File: src/rtl/riscv_lsu_if.sv
// Request/response and data-bus bundles for the load/store unit.
// Execute stage drives req_*, the LSU drives the bus strobes.
interface riscv_lsu_req_if #(
  parameter int DATA_WIDTH = 32,
  parameter int ADDR_WIDTH = 32
);
  logic                  req_valid;
  logic                  req_ready;
  logic                  req_write;
  logic [2:0]            req_funct3;
  logic [ADDR_WIDTH-1:0] req_addr;
  logic [DATA_WIDTH-1:0] req_wdata;
  logic [4:0]            req_rd;
  logic                  resp_valid;
  logic                  resp_fault;
  logic [DATA_WIDTH-1:0] resp_rdata;
  logic [4:0]            resp_rd;

  modport master (
    output req_valid, req_write, req_funct3,
    output req_addr, req_wdata, req_rd,
    input  req_ready, resp_valid, resp_fault,
    input  resp_rdata, resp_rd
  );

  modport slave (
    input  req_valid, req_write, req_funct3,
    input  req_addr, req_wdata, req_rd,
    output req_ready, resp_valid, resp_fault,
    output resp_rdata, resp_rd
  );
endinterface

interface riscv_lsu_bus_if #(
  parameter int DATA_WIDTH = 32,
  parameter int ADDR_WIDTH = 32
);
  logic [ADDR_WIDTH-1:0]   bus_addr;
  logic [DATA_WIDTH/8-1:0] bus_byte_en;
  logic [DATA_WIDTH-1:0]   bus_wdata;
  logic                    bus_read;
  logic                    bus_write;
  logic                    bus_ready;
  logic [DATA_WIDTH-1:0]   bus_rdata;
  logic                    bus_error;

  modport master (
    output bus_addr, bus_byte_en, bus_wdata,
    output bus_read, bus_write,
    input  bus_ready, bus_rdata, bus_error
  );

  modport slave (
    input  bus_addr, bus_byte_en, bus_wdata,
    input  bus_read, bus_write,
    output bus_ready, bus_rdata, bus_error
  );
endinterface

File: src/rtl/riscv_lsu.sv
// Handshaked load/store unit: one request at a time, word bus
// with byte enables, wait states, optional two-beat split.
module riscv_lsu #(
  parameter int DATA_WIDTH       = 32,
  parameter int ADDR_WIDTH       = 32,
  parameter int ALLOW_MISALIGNED = 0,
  parameter int WAIT_LIMIT       = 0
) (
  input logic             clock,
  input logic             reset,
  riscv_lsu_req_if.slave  req,
  riscv_lsu_bus_if.master bus
);
  localparam int BYTES = DATA_WIDTH / 8;
  localparam int OW    = $clog2(BYTES);
  localparam int WW    = (WAIT_LIMIT > 0) ? $clog2(WAIT_LIMIT + 1) : 1;
  localparam int WLIM  = (WAIT_LIMIT > 0) ? WAIT_LIMIT - 1 : 0;

  typedef enum logic [1:0] {IDLE, BEAT0, BEAT1, RESP} state_t;

  state_t                state, state_nx;
  logic [OW-1:0]         off, off_q, lowm;
  logic [1:0]            sz, sz_q;
  logic                  uns_q, wr_q, split_q;
  logic [4:0]            rd_q;
  logic [BYTES-1:0]      be1_q;
  logic [DATA_WIDTH-1:0] wd1_q, rd0_q;
  logic [WW-1:0]         wcnt;
  logic                  rdy, accept, bad, split;
  logic                  beat, done, tout, abort;
  logic [2*BYTES-1:0]    m, be_w;
  logic [2*DATA_WIDTH-1:0] wd_w;
  logic [DATA_WIDTH-1:0] lo, hi, raw, msk, ld;
  logic                  sgn;

  assign rdy           = (state == IDLE) || (state == RESP);
  assign req.req_ready = rdy;
  assign accept        = req.req_valid && rdy;
  assign beat          = (state == BEAT0) || (state == BEAT1);
  assign done          = beat && bus.bus_ready;
  assign tout          = (WAIT_LIMIT > 0) && beat &&
                         !bus.bus_ready && (wcnt == WW'(WLIM));
  assign abort         = (done && bus.bus_error) || tout;

  // Request decode: legality, alignment, lane placement of both beats
  always_comb begin
    off  = req.req_addr[OW-1:0];
    sz   = req.req_funct3[1:0];
    lowm = OW'((8'd1 << sz) - 8'd1);
    bad  = (req.req_write && req.req_funct3[2]) ||
           (DATA_WIDTH == 32 && sz == 2'd3) ||
           (req.req_funct3 == 3'd7) ||
           ((ALLOW_MISALIGNED == 0) && ((off & lowm) != '0));
    split = (ALLOW_MISALIGNED != 0) &&
            ((32'(off) + (32'd1 << sz)) > 32'(BYTES));
    unique case (sz)
      2'd0:    m = (2*BYTES)'(8'h01);
      2'd1:    m = (2*BYTES)'(8'h03);
      2'd2:    m = (2*BYTES)'(8'h0F);
      default: m = (2*BYTES)'(8'hFF);
    endcase
    be_w = m << off;
    wd_w = {{DATA_WIDTH{1'b0}}, req.req_wdata} << {off, 3'b000};
  end

  // Load merge of one or two beats, then sign/zero extension
  always_comb begin
    lo  = (state == BEAT1) ? rd0_q : bus.bus_rdata;
    hi  = (state == BEAT1) ? bus.bus_rdata : '0;
    raw = DATA_WIDTH'({hi, lo} >> {off_q, 3'b000});
    unique case (sz_q)
      2'd0: begin
        msk = DATA_WIDTH'(8'hFF);
        sgn = raw[7];
      end
      2'd1: begin
        msk = DATA_WIDTH'(16'hFFFF);
        sgn = raw[15];
      end
      2'd2: begin
        msk = DATA_WIDTH'(32'hFFFF_FFFF);
        sgn = raw[31];
      end
      default: begin
        msk = '1;
        sgn = raw[DATA_WIDTH-1];
      end
    endcase
    ld = (raw & msk) | ((!uns_q && sgn) ? ~msk : '0);
  end

  // Next-state logic
  always_comb begin
    state_nx = state;
    unique case (state)
      IDLE, RESP: begin
        if (accept) state_nx = bad ? RESP : BEAT0;
        else        state_nx = IDLE;
      end
      BEAT0: begin
        if (abort)     state_nx = RESP;
        else if (done) state_nx = split_q ? BEAT1 : RESP;
      end
      BEAT1: begin
        if (abort || done) state_nx = RESP;
      end
      default: state_nx = IDLE;
    endcase
  end

  // State register
  always_ff @(posedge clock or negedge reset) begin
    if (!reset) state <= IDLE;
    else        state <= state_nx;
  end

  // Request capture, bus beats and response registers
  always_ff @(posedge clock or negedge reset) begin
    if (!reset) begin
      off_q           <= '0;
      sz_q            <= '0;
      uns_q           <= 1'b0;
      wr_q            <= 1'b0;
      split_q         <= 1'b0;
      rd_q            <= '0;
      be1_q           <= '0;
      wd1_q           <= '0;
      rd0_q           <= '0;
      wcnt            <= '0;
      bus.bus_addr    <= '0;
      bus.bus_byte_en <= '0;
      bus.bus_wdata   <= '0;
      bus.bus_read    <= 1'b0;
      bus.bus_write   <= 1'b0;
      req.resp_valid  <= 1'b0;
      req.resp_fault  <= 1'b0;
      req.resp_rdata  <= '0;
      req.resp_rd     <= '0;
    end else begin
      req.resp_valid <= 1'b0;
      if (accept) begin
        off_q   <= off;
        sz_q    <= sz;
        uns_q   <= req.req_funct3[2];
        wr_q    <= req.req_write;
        split_q <= split;
        rd_q    <= req.req_rd;
        be1_q   <= be_w[2*BYTES-1:BYTES];
        wd1_q   <= wd_w[2*DATA_WIDTH-1:DATA_WIDTH];
        wcnt    <= '0;
        if (!bad) begin
          bus.bus_addr    <= {req.req_addr[ADDR_WIDTH-1:OW], {OW{1'b0}}};
          bus.bus_byte_en <= be_w[BYTES-1:0];
          bus.bus_wdata   <= wd_w[DATA_WIDTH-1:0];
          bus.bus_read    <= !req.req_write;
          bus.bus_write   <= req.req_write;
        end
      end
      if (beat) begin
        if (done && !abort && state == BEAT0 && split_q) begin
          bus.bus_addr    <= bus.bus_addr + ADDR_WIDTH'(BYTES);
          bus.bus_byte_en <= be1_q;
          bus.bus_wdata   <= wd1_q;
          rd0_q           <= bus.bus_rdata;
          wcnt            <= '0;
        end else if (done || abort) begin
          bus.bus_read  <= 1'b0;
          bus.bus_write <= 1'b0;
        end else begin
          wcnt <= wcnt + WW'(1);
        end
      end
      if (state_nx == RESP) begin
        req.resp_valid <= 1'b1;
        req.resp_rd    <= accept ? req.req_rd : rd_q;
        req.resp_fault <= accept || abort;
        req.resp_rdata <= (accept || abort || wr_q) ? '0 : ld;
      end
    end
  end
endmodule

File: src/flat_wrapper.sv
// flat-port wrapper written by rule: the top's interface ports become plain ports
module riscv_lsu_flat 
#(
  parameter int DATA_WIDTH       = 32,
  parameter int ADDR_WIDTH       = 32,
  parameter int ALLOW_MISALIGNED = 0,
  parameter int WAIT_LIMIT       = 0
)
  (clock, reset, req_req_valid, req_req_write, req_req_funct3, req_req_addr, req_req_wdata, req_req_rd, req_req_ready, req_resp_valid, req_resp_fault, req_resp_rdata, req_resp_rd, bus_bus_addr, bus_bus_byte_en, bus_bus_wdata, bus_bus_read, bus_bus_write, bus_bus_ready, bus_bus_rdata, bus_bus_error);
  riscv_lsu_req_if #(.DATA_WIDTH(DATA_WIDTH), .ADDR_WIDTH(ADDR_WIDTH)) req_i ();
  riscv_lsu_bus_if #(.DATA_WIDTH(DATA_WIDTH), .ADDR_WIDTH(ADDR_WIDTH)) bus_i ();
  input logic clock;
  input logic reset;
  input wire logic [$bits(req_i.req_valid)-1:0] req_req_valid;
  input wire logic [$bits(req_i.req_write)-1:0] req_req_write;
  input wire logic [$bits(req_i.req_funct3)-1:0] req_req_funct3;
  input wire logic [$bits(req_i.req_addr)-1:0] req_req_addr;
  input wire logic [$bits(req_i.req_wdata)-1:0] req_req_wdata;
  input wire logic [$bits(req_i.req_rd)-1:0] req_req_rd;
  output wire logic [$bits(req_i.req_ready)-1:0] req_req_ready;
  output wire logic [$bits(req_i.resp_valid)-1:0] req_resp_valid;
  output wire logic [$bits(req_i.resp_fault)-1:0] req_resp_fault;
  output wire logic [$bits(req_i.resp_rdata)-1:0] req_resp_rdata;
  output wire logic [$bits(req_i.resp_rd)-1:0] req_resp_rd;
  output wire logic [$bits(bus_i.bus_addr)-1:0] bus_bus_addr;
  output wire logic [$bits(bus_i.bus_byte_en)-1:0] bus_bus_byte_en;
  output wire logic [$bits(bus_i.bus_wdata)-1:0] bus_bus_wdata;
  output wire logic [$bits(bus_i.bus_read)-1:0] bus_bus_read;
  output wire logic [$bits(bus_i.bus_write)-1:0] bus_bus_write;
  input wire logic [$bits(bus_i.bus_ready)-1:0] bus_bus_ready;
  input wire logic [$bits(bus_i.bus_rdata)-1:0] bus_bus_rdata;
  input wire logic [$bits(bus_i.bus_error)-1:0] bus_bus_error;
  assign req_i.req_valid = req_req_valid;
  assign req_i.req_write = req_req_write;
  assign req_i.req_funct3 = req_req_funct3;
  assign req_i.req_addr = req_req_addr;
  assign req_i.req_wdata = req_req_wdata;
  assign req_i.req_rd = req_req_rd;
  assign req_req_ready = req_i.req_ready;
  assign req_resp_valid = req_i.resp_valid;
  assign req_resp_fault = req_i.resp_fault;
  assign req_resp_rdata = req_i.resp_rdata;
  assign req_resp_rd = req_i.resp_rd;
  assign bus_bus_addr = bus_i.bus_addr;
  assign bus_bus_byte_en = bus_i.bus_byte_en;
  assign bus_bus_wdata = bus_i.bus_wdata;
  assign bus_bus_read = bus_i.bus_read;
  assign bus_bus_write = bus_i.bus_write;
  assign bus_i.bus_ready = bus_bus_ready;
  assign bus_i.bus_rdata = bus_bus_rdata;
  assign bus_i.bus_error = bus_bus_error;
  riscv_lsu #(.DATA_WIDTH(DATA_WIDTH), .ADDR_WIDTH(ADDR_WIDTH), .ALLOW_MISALIGNED(ALLOW_MISALIGNED), .WAIT_LIMIT(WAIT_LIMIT)) u_core (.clock(clock), .reset(reset), .req(req_i), .bus(bus_i));
endmodule
File: config.mk
export PLATFORM = sky130hd
export DESIGN_NAME = riscv_lsu_flat
export DESIGN_NICKNAME = d
export VERILOG_FILES = /design/src/rtl/riscv_lsu_if.sv /design/src/rtl/riscv_lsu.sv /design/src/flat_wrapper.sv
export SDC_FILE = /design/constraint.sdc
export NUM_CORES = 1
export LEC_CHECK = 0
export BUFFER_PORTS_ARGS = -buffer_cell sky130_fd_sc_hd__buf_2
export CELL_PAD_IN_SITES_DETAIL_PLACEMENT = 1
export CELL_PAD_IN_SITES_GLOBAL_PLACEMENT = 1
export CORE_MARGIN = 2
export CORE_UTILIZATION = 38
export CTS_CLUSTER_DIAMETER = 80
export CTS_CLUSTER_SIZE = 28
export DETAILED_ROUTE_END_ITERATION = 12
export GPL_TIMING_DRIVEN = 0
export PLACE_DENSITY = 0.82
export SYNTH_ARGS = -nofsm -noshare
export SYNTH_HDL_FRONTEND = slang
export SYNTH_SLANG_ARGS = --single-unit
File: constraint.sdc
create_clock -name clock -period 2.6 [get_ports clock]
set_clock_uncertainty 0.1 [all_clocks]
set_input_delay 0.13 -clock clock [delete_from_list [all_inputs] [get_ports clock]]
set_output_delay 0.13 -clock clock [all_outputs]
set_load 0.02 [all_outputs]
==> results.yml <==
placement:
  port_buffers: 217
  globalplace.congestion: 0.906
  post-place-cells: 951
  place.detailed.hpwl_mm: 16.1
die:
  core_area_um2: 15700
  floorplan.initialDensity_pct: 38.5
  dieWidth_um: 130
  design.portCount: 220
  placement_rows: 46
  die-area_um2: 16900
  fp.dieH_um: 130
detailed_routing:
  drt-total-wl_mm: 23.9
  wl_per_cell_um: 23.1
  detailedRoute.firstIterationViolations: 289
  via_count: 5849
  avgViaCountPerCell: 5.65
  drt_drc_violations_left: 0
  drt-pass1-iter-count: 5
  route.antenna.remaining_nets: 0
critical_path:
  timing.critical_path.arrival_ps: 2640
  timing.critical_path.from_type: "flop"
  endpoint_kind: "flop"
  path_max_fanout: 10
  timing.setup.critical_path_class: "flop to flop"
  critical_path_required_ps: 2800
cells_and_area:
  final_net_count: 920
  most_common_cell_after_layout_fill_and_taps_aside: "buf_2"
  layout_common_cells: "buf_2, dfrtp_1, dlygate4sd3_1"
  final-instance-count-excl-fill: 1036
  postLayoutCoreUtil_pct: 54.4
  antenna_fix_cells: 0
  syn2layout_area_growth_pct: 41.4
  drive_above_1_share_pct: 43.4
clock_tree:
  tritoncts.num_buffers: 17
  post-cts-setup-buffers: 0
  tritoncts: "built"
  clockBufferDepth: 2
  clk_transition_reported_paths_ps: 60
  number_of_levels_in_the_clock_h_tree: 4
  ctsRootBufferMaster: "clkbuf_16"
  cts_sinks: 120
  clk-insertion-delay-late_ps: 420
power:
  switchingPower_mw: 4.76
  p_sw_share_pct: 43.6
  worst_case_vdd_ir_drop_uv: 554
  combinationalPowerShare_pct: 50.0
  power-per-cell-area_nw_per_um2: 1280
  power_mw: 10.9
  p_int_mw: 6.16
  power_leakage_nw: 4.05
  pwr-share-seq_pct: 29.5
  power.clock.fraction_pct: 20.5
global_routing:
  grt_pass1_wl_mm: 36.8
  first_global_vias: 6505
  overall_overflow_remaining_after_global_route: 0
  track_usage_pct: 28.8
  grt_max_degree: 81
  antenna_found_initial: 0
yosys:
  synth_largest_area_cell: "dfrtp_1"
  netlist_instances: 516
  synth_area_um2: 6050
  synth_enable_flop_cells: 0
  yosysTopAreaCellShare_pct: 49.6
  postSynth.topFlopCell: "dfrtp_1"
  synthesis.area_per_instance_um2: 11.7
  yosys.cell_types.count: 64
  synth_warnings: 0
  synth.top_cells.by_area: "dfrtp_1, mux2_2, mux2i_1"
  postSynthRegisterBits: 120
  postSynth.asyncResetShare_pct: 100
  synth_seq_area_share_pct: 49.6
timing:
  final_hold_violations: 0
  slew-limit-headroom_pct: 44.6
  fin_setup_tns_ps: 0
  min_period_ps: 2440
  unrepaired_setup_endpoints_after_global_routing: "false"
  tightest_slew_ps: 828
  final-max-slew-violation-count: 0
  final.period_utilization_pct: 93.9
  fmax_mhz: 410
  timing.final.setup_violations: 0
run_status:
  run_status: "finished clean"
run:
  maxCapViolations: 0
hold_path:
  worst_hold_check_path_type: "input port to flop"
[final timing paths]
kind | start | endpoint | slack, ps | cells past startpoint
setup / recovery | u_core.state[0]$_DFF_PN0_ | u_core.bus.bus_byte_en[0]$_DFFE_PN0P_ | 160 | 8
hold / removal | req_req_valid | u_core.state[0]$_DFF_PN0_ | 10 | 3
setup reg to reg | u_core.state[0]$_DFF_PN0_ | u_core.bus.bus_byte_en[0]$_DFFE_PN0P_ | 160 | 8
hold reg to reg | u_core.req.resp_rdata[2]$_DFFE_PN0N_ | u_core.req.resp_rdata[2]$_DFFE_PN0N_ | 390 | 1
max in group asynchronous | reset | u_core.bus.bus_addr[7]$_DFFE_PN0P_ | 1560 | 3
min in group asynchronous | reset | u_core.req.resp_rdata[5]$_DFFE_PN0N_ | 90 | 2
[registers in the layout, summed over array words and instances (netlist names)]
| register | count |
|---|---|
| u_core.bus.bus_addr | 30 |
| u_core.bus.bus_byte_en | 4 |
| u_core.bus.bus_read | 1 |
| u_core.bus.bus_wdata | 32 |
| u_core.bus.bus_write | 1 |
| u_core.off_q | 2 |
| u_core.rd_q | 5 |
| u_core.req.resp_fault | 1 |
| u_core.req.resp_rd | 5 |
| u_core.req.resp_rdata | 32 |
| u_core.req.resp_valid | 1 |
| u_core.state | 2 |
| u_core.sz_q | 2 |
| u_core.uns_q | 1 |
| u_core.wr_q | 1 |
[critical path: stages, from the launching register on]
cell	delay, ps
dfrtp_1	370
inv_1	80
ha_1	410
and2_1	200
buf_2	160
nand3_1	150
buf_4	220
buf_2	260
mux2_1	360
[final cells by class]
type                       count  area (um2)
fill                        1722        7160
inverter                      18        67.6
clock inverter                14         126
multi-input combinational    335        2710
tap                          216         270
clock buffer                  18         429
sequential                   120        3000
timing repair buffer         271        1650
buffer                        44         303
[repair_timing]
item,CTS,global route
resized for setup,1,13
setup endpoints to repair,10,49
pin swaps,0,0
hold endpoints to repair,175,0
hold buffers,53,0
[cells in the mapped netlist (all sizes together) (2+ instances only)]
cell type / count
a2111oi: 2
a211oi: 9
a21o: 2
a21oi: 16
a22o: 3
a22oi: 13
a32o: 16
and2: 2
buf: 23
clkbuf: 20
dfrtp: 120
ha: 3
inv: 17
mux2: 61
mux2i: 32
nand2: 24
nand3: 2
nor2: 11
nor2b: 11
nor3: 2
o21ai: 44
o21ba: 7
o221ai: 14
o22a: 7
o22ai: 8
o2bb2ai: 8
o31ai: 10
o32ai: 8
or2: 2
[power groups by stage]
stage / Clock [mW] / Sequential [mW] / Combinational (mW)
4_1_cts: 2.26 / 3.16 / 5.36
3_3_place_gp: 0 / 3.11 / 5.09
3_5_place_dp: 0 / 3.17 / 5.27
6_report: 2.23 / 3.22 / 5.46
5_1_grt: 2.35 / 3.31 / 5.81
2_1_floorplan: 0 / 3.98 / 2.59
[logic make-up (layout without fill, tap and decap cells)]
family	after synthesis	in the layout	share of synthesized area, %
muxes	93	93	16.7
AOI/OAI and AO/OA	174	174	21.6
and+or+nand+nor	63	63	5.40
DFF	120	120	49.6
other	1	2	0.0620
buffers and inverters	62	365	5.94
adders and majority gates	3	3	0.621
[metrics by stage]
step                hold WS, ps  instance area [um2]  setup slack (ps)
floorplan                  -266                 6050               293
global placement            242                 7410              -188
detailed placement        -27.6                 7440             -6.68
CTS                       0.113                 8540              32.7
global route               42.1                 8550              10.3
finish                     11.7                 8550               158
[metal layers]
layer,part of all wire [%],track usage [%]
met1,38,33.5
met2,50,49.6
met3,8.1,7.91
met4,3.3,13.2
met5,0,0
No activity file was read; power rests on OpenSTA's default activity.
